File: config.mk
export PLATFORM = sky130hd
export DESIGN_NAME = mmc1_serial_ctrl
export DESIGN_NICKNAME = d
export VERILOG_FILES = /design/src/rtl/mmc1_pkg.sv /design/src/rtl/mmc1_bank_map.sv /design/src/rtl/mmc1_serial_ctrl.sv
export SDC_FILE = /design/constraint.sdc
export NUM_CORES = 1
export LEC_CHECK = 0
export CAP_MARGIN = 5
export CORE_MARGIN = 2
export CORE_UTILIZATION = 50
export DETAILED_ROUTE_END_ITERATION = 8
export GPL_ROUTABILITY_DRIVEN = 0
export PLACE_DENSITY = 0.77
export SLEW_MARGIN = 25
export SYNTH_ARGS = -nofsm -noshare
export SYNTH_HDL_FRONTEND = slang
export SYNTH_HIERARCHICAL = 1
export SYNTH_SLANG_ARGS = --single-unit
File: constraint.sdc
create_clock -name ck -period 1.5 [get_ports ck]
set_clock_uncertainty 0.2 [all_clocks]
set_input_delay 0.225 -clock ck [delete_from_list [all_inputs] [get_ports ck]]
set_output_delay 0.225 -clock ck [all_outputs]
set_load 0.02 [all_outputs]
File: src/rtl/mmc1_pkg.sv
// mmc1_pkg: shared types and constants for the MMC1 serial register port.
//   reg_sel_e  - target register chosen by CPU A14:A13 on the fifth write
//   mirror_e   - nametable mirroring encoding held in control[1:0]
//   SR_EMPTY   - shift register value with only the marker bit set
//   CTRL_RESET - control value after reset (PRG mode 3, CHR 8K, one-screen low)
//   PRG_MODE_BITS - control bits forced high by a D7 shift reset
package mmc1_pkg;

    typedef enum logic [1:0] {
        REG_CTRL = 2'd0,
        REG_CHR0 = 2'd1,
        REG_CHR1 = 2'd2,
        REG_PRG  = 2'd3
    } reg_sel_e;

    typedef enum logic [1:0] {
        MIR_ONE_LO = 2'd0,
        MIR_ONE_HI = 2'd1,
        MIR_VERT   = 2'd2,
        MIR_HORZ   = 2'd3
    } mirror_e;

    localparam logic [4:0] SR_EMPTY      = 5'b10000;
    localparam logic [4:0] CTRL_RESET    = 5'h0C;
    localparam logic [4:0] PRG_MODE_BITS = 5'h0C;

endpackage

File: src/rtl/mmc1_bank_map.sv
// mmc1_bank_map: combinational PRG/CHR/CIRAM address mapping.
// Ports:
//   ctrl       in  5  control register (mirroring, PRG mode, CHR mode)
//   chr0, chr1 in  5  CHR bank registers
//   prg        in  4  PRG bank register, bank bits only
//   cpu_a14    in  1  live CPU A14
//   ppu_a12_10 in  3  live PPU A12:A10
//   prg_a      out 4  PRG ROM A17:A14
//   chr_a      out 5  CHR A16:A12
//   ciram_a10  out 1  nametable select
module mmc1_bank_map
    import mmc1_pkg::*;
(
    input  logic [4:0] ctrl,
    input  logic [4:0] chr0,
    input  logic [4:0] chr1,
    input  logic [3:0] prg,
    input  logic       cpu_a14,
    input  logic [2:0] ppu_a12_10,
    output logic [3:0] prg_a,
    output logic [4:0] chr_a,
    output logic       ciram_a10
);

    logic ppu_a12;
    logic ppu_a11;
    logic ppu_a10;

    assign ppu_a12 = ppu_a12_10[2];
    assign ppu_a11 = ppu_a12_10[1];
    assign ppu_a10 = ppu_a12_10[0];

    always_comb begin
        ciram_a10 = 1'b0;
        case (mirror_e'(ctrl[1:0]))
            MIR_ONE_LO: ciram_a10 = 1'b0;
            MIR_ONE_HI: ciram_a10 = 1'b1;
            MIR_VERT:   ciram_a10 = ppu_a10;
            MIR_HORZ:   ciram_a10 = ppu_a11;
            default:    ciram_a10 = 1'b0;
        endcase
    end

    // Modes 0/1 switch 32K, so bank bit 0 comes from the CPU address.
    // Mode 2 fixes the first bank at $8000; mode 3 fixes the last at $C000.
    always_comb begin
        prg_a = 4'h0;
        case (ctrl[3:2])
            2'b00, 2'b01: prg_a = {prg[3:1], cpu_a14};
            2'b10:        prg_a = cpu_a14 ? prg : 4'h0;
            2'b11:        prg_a = cpu_a14 ? 4'hF : prg;
            default:      prg_a = 4'h0;
        endcase
    end

    // 8K mode ignores chr0[0] and chr1 entirely; 4K mode uses both banks.
    always_comb begin
        chr_a = 5'h00;
        if (ctrl[4])
            chr_a = ppu_a12 ? chr1 : chr0;
        else
            chr_a = {chr0[4:1], ppu_a12};
    end

endmodule

File: src/rtl/mmc1_serial_ctrl.sv
// mmc1_serial_ctrl: MMC1 serial register port, clocked implementation.
// Collects D0 over five accepted writes to $8000-$FFFF and commits the
// value into control/CHR0/CHR1/PRG chosen by A14:A13 of the fifth write.
// Optional feature macro: MMC1_CONSEC_WRITE_FILTER_EN drops a write that
// directly follows another write cycle (6502 read-modify-write dummy write).
// Ports:
//   ck, res            clock; synchronous active-high reset
//   cpu_cyc, cpu_wr    end-of-CPU-cycle strobe and its write qualifier
//   cpu_a14_13         register select, used on the fifth write only
//   cpu_d0, cpu_d7     serial data bit; shift-register reset request
//   cpu_a14, ppu_a12_10 live addresses for bank mapping
//   prg_a, chr_a, ciram_a10, wram_dis  mapped outputs
//   reg_wr, reg_sel    registered one-ck commit pulse and its target
module mmc1_serial_ctrl
    import mmc1_pkg::*;
(
    input  logic       ck,
    input  logic       res,
    input  logic       cpu_cyc,
    input  logic       cpu_wr,
    input  logic [1:0] cpu_a14_13,
    input  logic       cpu_d0,
    input  logic       cpu_d7,
    input  logic       cpu_a14,
    input  logic [2:0] ppu_a12_10,
    output logic [3:0] prg_a,
    output logic [4:0] chr_a,
    output logic       ciram_a10,
    output logic       wram_dis,
    output logic       reg_wr,
    output logic [1:0] reg_sel
);

    logic [4:0] sr;
    logic [4:0] ctrl_q;
    logic [4:0] chr0_q;
    logic [4:0] chr1_q;
    logic [4:0] prg_q;
    logic [4:0] shifted;
    logic       accept;

    assign shifted = {cpu_d0, sr[4:1]};

`ifdef MMC1_CONSEC_WRITE_FILTER_EN
    logic prev_wr;

    // Tracks every CPU cycle, including writes that were themselves dropped.
    always_ff @(posedge ck) begin
        if (res)
            prev_wr <= 1'b0;
        else if (cpu_cyc)
            prev_wr <= cpu_wr;
    end

    assign accept = cpu_cyc & cpu_wr & ~prev_wr;
`else
    assign accept = cpu_cyc & cpu_wr;
`endif

    always_ff @(posedge ck) begin
        if (res) begin
            sr      <= SR_EMPTY;
            ctrl_q  <= CTRL_RESET;
            chr0_q  <= 5'h00;
            chr1_q  <= 5'h00;
            prg_q   <= 5'h00;
            reg_wr  <= 1'b0;
            reg_sel <= 2'b00;
        end else begin
            reg_wr <= 1'b0;
            if (accept) begin
                if (cpu_d7) begin
                    sr     <= SR_EMPTY;
                    ctrl_q <= ctrl_q | PRG_MODE_BITS;
                end else if (sr[0]) begin
                    // Marker has reached bit 0: this is the fifth bit.
                    sr      <= SR_EMPTY;
                    reg_wr  <= 1'b1;
                    reg_sel <= cpu_a14_13;
                    case (reg_sel_e'(cpu_a14_13))
                        REG_CTRL: ctrl_q <= shifted;
                        REG_CHR0: chr0_q <= shifted;
                        REG_CHR1: chr1_q <= shifted;
                        REG_PRG:  prg_q  <= shifted;
                        default:  ctrl_q <= ctrl_q;
                    endcase
                end else begin
                    sr <= shifted;
                end
            end
        end
    end

    assign wram_dis = prg_q[4];

    mmc1_bank_map u_bank_map (
        .ctrl       (ctrl_q),
        .chr0       (chr0_q),
        .chr1       (chr1_q),
        .prg        (prg_q[3:0]),
        .cpu_a14    (cpu_a14),
        .ppu_a12_10 (ppu_a12_10),
        .prg_a      (prg_a),
        .chr_a      (chr_a),
        .ciram_a10  (ciram_a10)
    );

endmodule

[Word level (Yosys, flattened, before mapping)]
Cells that the tools add are included.
Word-level totals
  register bits: 28
  input bits: 12
  output and inout bits: 14
  logic and storage cells: 45
Cells by class
  equality and inequality tests: 9
  multiplexer cells: 12
  bitwise gates (word level): 3
  reductions and logical operators: 13
Operator list (count)
  $mux W4: 5
  $mux W5: 4
  $reduce_and A4 Y1: 4
  $eq A2 B2 Y1 const B: 6
  $pmux W4 S3: 1
  $eq A2 B1 Y1 const B: 3
  $logic_not A2 Y1: 3
  $reduce_and A3 Y1: 2
  $pmux W1 S4: 1
  $reduce_bool A2 Y1: 2
  $reduce_or A3 Y1: 1
  $not A1 Y1: 2
  $reduce_or A2 Y1: 1
  $and A1 B1 Y1: 1
  $mux W1: 1

[Logic depth before layout (Yosys ltp)]
  depth after elaboration: 4
  depth in mapped cells: 5
  gate-level depth less buffers: 3

[Hierarchy]
Netlist, hierarchy kept.
By module, submodules not included
  mmc1_serial_ctrl: times used 1, cells each 117, area each 1176.1 µm², seq. area each 560.5 µm²
  mmc1_bank_map: times used 1, cells each 25, area each 171.4 µm², seq. area each 0.0 µm²

[Worst setup path before layout]
Ideal clock, no wire load.
  path type: flip-flop to flip-flop
  start: reg sr[0]
  end: reg chr0_q[0]
  setup time: 0.072 ns
  arrival: 1.114 ns
  data required time: 1.228 ns
  path slack: 0.115 ns
  stages on the path, launching flop included: 5
  path buffers: 2
  clock period less this slack: 1.385 ns
  cells stage by stage: dfxtp_1 clkbuf_1 and4b_1 buf_6 mux2i_1
On the way
  longest elaborated chain between the ends: 1
Ends and longest elaborated chain
  start: declaration: line mmc1_serial_ctrl.sv:34  | logic [4:0] sr;
  start signal: assignment: line mmc1_serial_ctrl.sv:88  | sr <= shifted;
  $reduce_and A4 Y1 (no source line)
  end signal: assignment: line mmc1_serial_ctrl.sv:82  | REG_CHR0: chr0_q <= shifted;
  end: declaration: line mmc1_serial_ctrl.sv:36  | logic [4:0] chr0_q;
No other way between the ends.
A chain may end at the register's enable or synchronous reset.

[Worst setup path in the final report]
  start: reg ctrl_q[4]
  end: out chr_a[3]
On the way
  longest elaborated chain between the ends: 1
Ends and longest elaborated chain
  start: declaration: line mmc1_serial_ctrl.sv:35  | logic [4:0] ctrl_q;
  start signal: assignment: line mmc1_serial_ctrl.sv:74  | ctrl_q <= ctrl_q | PRG_MODE_BITS;
  start signal: assignment: line mmc1_serial_ctrl.sv:81  | REG_CTRL: ctrl_q <= shifted;
  start signal: assignment: line mmc1_serial_ctrl.sv:85  | default: ctrl_q <= ctrl_q;
  $mux W5: line mmc1_bank_map.sv:59  | if (ctrl[4])
  end: declaration: line mmc1_serial_ctrl.sv:27  | output logic [4:0] chr_a,
No other way between the ends.

==> metrics.csv <==
stage,metric,value,unit
route,WL/cell,14.0,um
cells_and_area,Final Util,74.1,%
placed_design,DP Area,1740,um^2
timing,Final Max Tran Viols,0,
floorplanning,DIE HEIGHT,55.9,um
pwr,Pint,1.09,mW
critical_path,"Req. time, crit path",1.07,ns
synth,Post-synth EDFFs,0,
critical_path,CP max FO,4,
pwr,sw power,284,uW
synth,fraction of registers with async set/reset,0,%
floorplanning,Starting Density,53.4,%
route,"antenna viol nets, final",0,
clock_tree,CTS tree,yes,
hold_path,worst hold path depth,4,
synth,adder-cell area share of the yosys netlist,0,%
pwr,LEAKAGE,0.878,nW
global_route,vias in the first global route,1223,
critical_path,r2r worst-path depth,3,
pwr,Worst VDD drop,0.000568,V
cells_and_area,nets@finish,198,
timing,final hold slack,0.119,ns
synth,post-synthesis xor/xnor area fraction,0,%
placed_design,HPWL Detailed,2240,um
job,Max Cap Viol,0,
route,DRT Wirelength,3020,um
global_route,initial antenna violation count,0,
run_status,failing checks,setup timing,
timing,Worst slew margin,80.7,%
critical_path,WS Path Type,flop to output pin,
critical_path,startpoint types,flop,
global_route,grt ovf,0,
timing,Fmax,601,MHz
route,1st-pass router iterations,4,
synth,largest family of logic cells by synthesized area,simple AND/OR/NAND/NOR gates,
critical_path,crit path capture type,output pin,
synth,Synth Cell Area,1350,um^2
run_status,status,"complete, but fails checks",
clock_tree,worst skew pair latency,0.32,ns
clock_tree,Clock Root Buffer,clkbuf_4,
synth,Synth Area in Compound Gates,10.4,%
cells_and_area,post-route cell area,1870,um^2
clock_tree,Inserted Clock Buffers,3,
hold_path,Min-Delay Path Class,input port to flop,
global_route,Total Routing Usage GR,20.7,%
clock_tree,"CTS clk-pin slew, worst paths",0.15,ns
route,Vias,1135,
timing,setup repair after global routing missed its margin,true,
timing,Worst Tran Pin Value,0.287,ns
synth,Main synth FF type,dfxtp_1,
floorplanning,CORE AREA,2520,um^2
cells_and_area,fillers,187,
pwr,Net Sw Frac,20.6,%
route,1st-iter DRT viols,13,
pwr,Comb pwr share,10.7,%
synth,mux share of post-synthesis cell area,17.8,%
synth,synth warn,6,
critical_path,worst endpoint data arrival time,1.24,ns
floorplanning,row cnt,18,
floorplanning,die width,55.9,um
timing,Final WS setup,-0.163,ns
timing,endpoints failing setup,10,
timing,final worst-path cycle share,111,%
pwr,Seq pwr share,54.0,%
cells_and_area,area delta synth->final,38.6,%
clock_tree,H-tree levels,1,
cells_and_area,area of the multi-input gates,764,um^2
route,DRC,0,
synth,"Distinct cells, synth",31,
route,vias per cell,5.28,
synth,mean area per synthesized cell,9.49,um^2
global_route,first-pass GRT wire length,5220,um
pwr,"Power, Total",1.38,mW
synth,Simple-Gate Fraction of Synth Area,25.1,%
clock_tree,Post-CTS Hold Fix Bufs,0,
synth,Mapped Cells,142,
pwr,Power Dens Cells,738,nW/um^2
pwr,clock power share,35.3,%
cells_and_area,Sequential Area,573,um^2
synth,post-synthesis sequential area ratio,41.6,%
cells_and_area,layout cell share with drive strength beyond 1,30.3,%
timing,"Min Clock Period, post-route",1.66,ns
synth,Syn Nets,154,
floorplanning,boundary pin count,26,
placed_design,# port buffers,25,
global_route,pin count of the biggest net entering global routing,17,
synth,Seq cells post-synth,28,
cells_and_area,n_diodes,0,
floorplanning,die area,3130,um^2
timing,"Hold Violations, Final",0,
clock_tree,CTS Buffer Depth,2,
clock_tree,# clock sinks,28,
synth_stat cells, types with 2 or more instances:
cell type / count / area (um^2)
nand2b_1: 24 / 150
o22ai_1: 3 / 18.8
nor2_1: 5 / 18.8
nand2_1: 7 / 26.3
buf_6: 2 / 22.5
a31oi_1: 2 / 12.5
a22oi_1: 2 / 15.0
dfxtp_1: 28 / 561
a21oi_1: 12 / 60.1
o31a_1: 2 / 17.5
mux2_4: 4 / 60.1
inv_1: 6 / 22.5
clkbuf_1: 5 / 18.8
nand3_1: 5 / 25.0
mux2i_1: 18 / 180
nor3_1: 2 / 10.0
flip-flops by register name, indices dropped and copies added, names as in the netlist:
register	flops
chr0_q	5
prg_q	5
reg_wr	1
sr	5
chr1_q	5
reg_sel	2
ctrl_q	5
cell type report:
type                            count  area share, %
Clock buffer                        3           1.21
Clock inverter                      1           1.61
Inverter                            6           1.21
Multi-Input combinational cell    100           40.9
Sequential cell                    28           30.7
Tap cell                           30           2.01
Timing Repair Buffer               47           22.4
critical path, stage by stage (launching register included):
cell and delay (ns):
dfxtp_4 0.39, nand2_4 0.09, mux2_4 0.31, buf_6 0.13
repair_timing:
item,CTS,global route
pin swaps,4,4
buffers inserted,1,1
hold endpoints to repair,0,0
setup endpoints to repair,22,17
gates cloned,0,0
gates resized for setup,74,11
worst paths after layout:
path	startpoint	endpoint	slack (ns)
min	cpu_d7	sr[4]$_SDFFE_PP1N_	0.12
min reg2reg	reg_sel[1]$_SDFFE_PP0P_	reg_sel[1]$_SDFFE_PP0P_	0.26
max	ctrl_q[4]$_SDFFE_PP0P_	chr_a[3]	-0.16
max reg2reg	sr[0]$_SDFFE_PP0N_	ctrl_q[3]$_SDFFE_PP1P_	0.07
placed cells by master (no fill, tap or decap), types with 2 or more instances in the layout:
| cell | instances |
|---|---|
| dfxtp_4 | 2 |
| nand2b_1 | 24 |
| a22oi_1 | 2 |
| clkdlybuf4s50_1 | 6 |
| dlymetal6s2s_1 | 3 |
| mux2_4 | 4 |
| nor2_1 | 5 |
| nand2_1 | 7 |
| o22ai_2 | 2 |
| clkbuf_4 | 3 |
| nand3_1 | 5 |
| inv_1 | 6 |
| buf_6 | 7 |
| a21oi_1 | 11 |
| o31a_1 | 2 |
| a31oi_1 | 2 |
| mux2i_1 | 18 |
| dlygate4sd2_1 | 5 |
| dfxtp_2 | 4 |
| dfxtp_1 | 22 |
| buf_4 | 25 |
| nor3_1 | 2 |
routing by layer:
layer	track usage, %	up-vias	wire length, um
met2	37.8	14	1540
met1	23.9	539	1360
li1	-	578	-
met5	0	-	0
met4	8.50	0	40
met3	3.26	4	69
cell families (layout without fill, tap and decap cells):
kind of cell    count (synthesis)  after routing
simple gates                   55             55
compound gates                 23             23
flops                          28             28
mux                            22             22
buf+inv                        14             57
metrics by stage:
stage / instances / setup slack, ns / TNS (ns)
floorplan: 142 / 0.115 / 0
global placement: 209 / -0.588 / -11.51
detailed placement: 209 / -0.632 / -12.89
CTS: 214 / -0.194 / -1.05
global route: 215 / -0.216 / -1.58
finish: 215 / -0.163 / -0.986
power groups by stage:
stage	combinational (mW)	sequential, mW	clock [mW]
after floorplan	0.0573	0.764	0
after global placement	0.136	0.765	0
after detailed placement	0.142	0.765	0
after CTS	0.144	0.745	0.495
after global routing	0.159	0.745	0.523
final	0.148	0.745	0.486
Note: power is estimated with default switching activity, not from simulation.
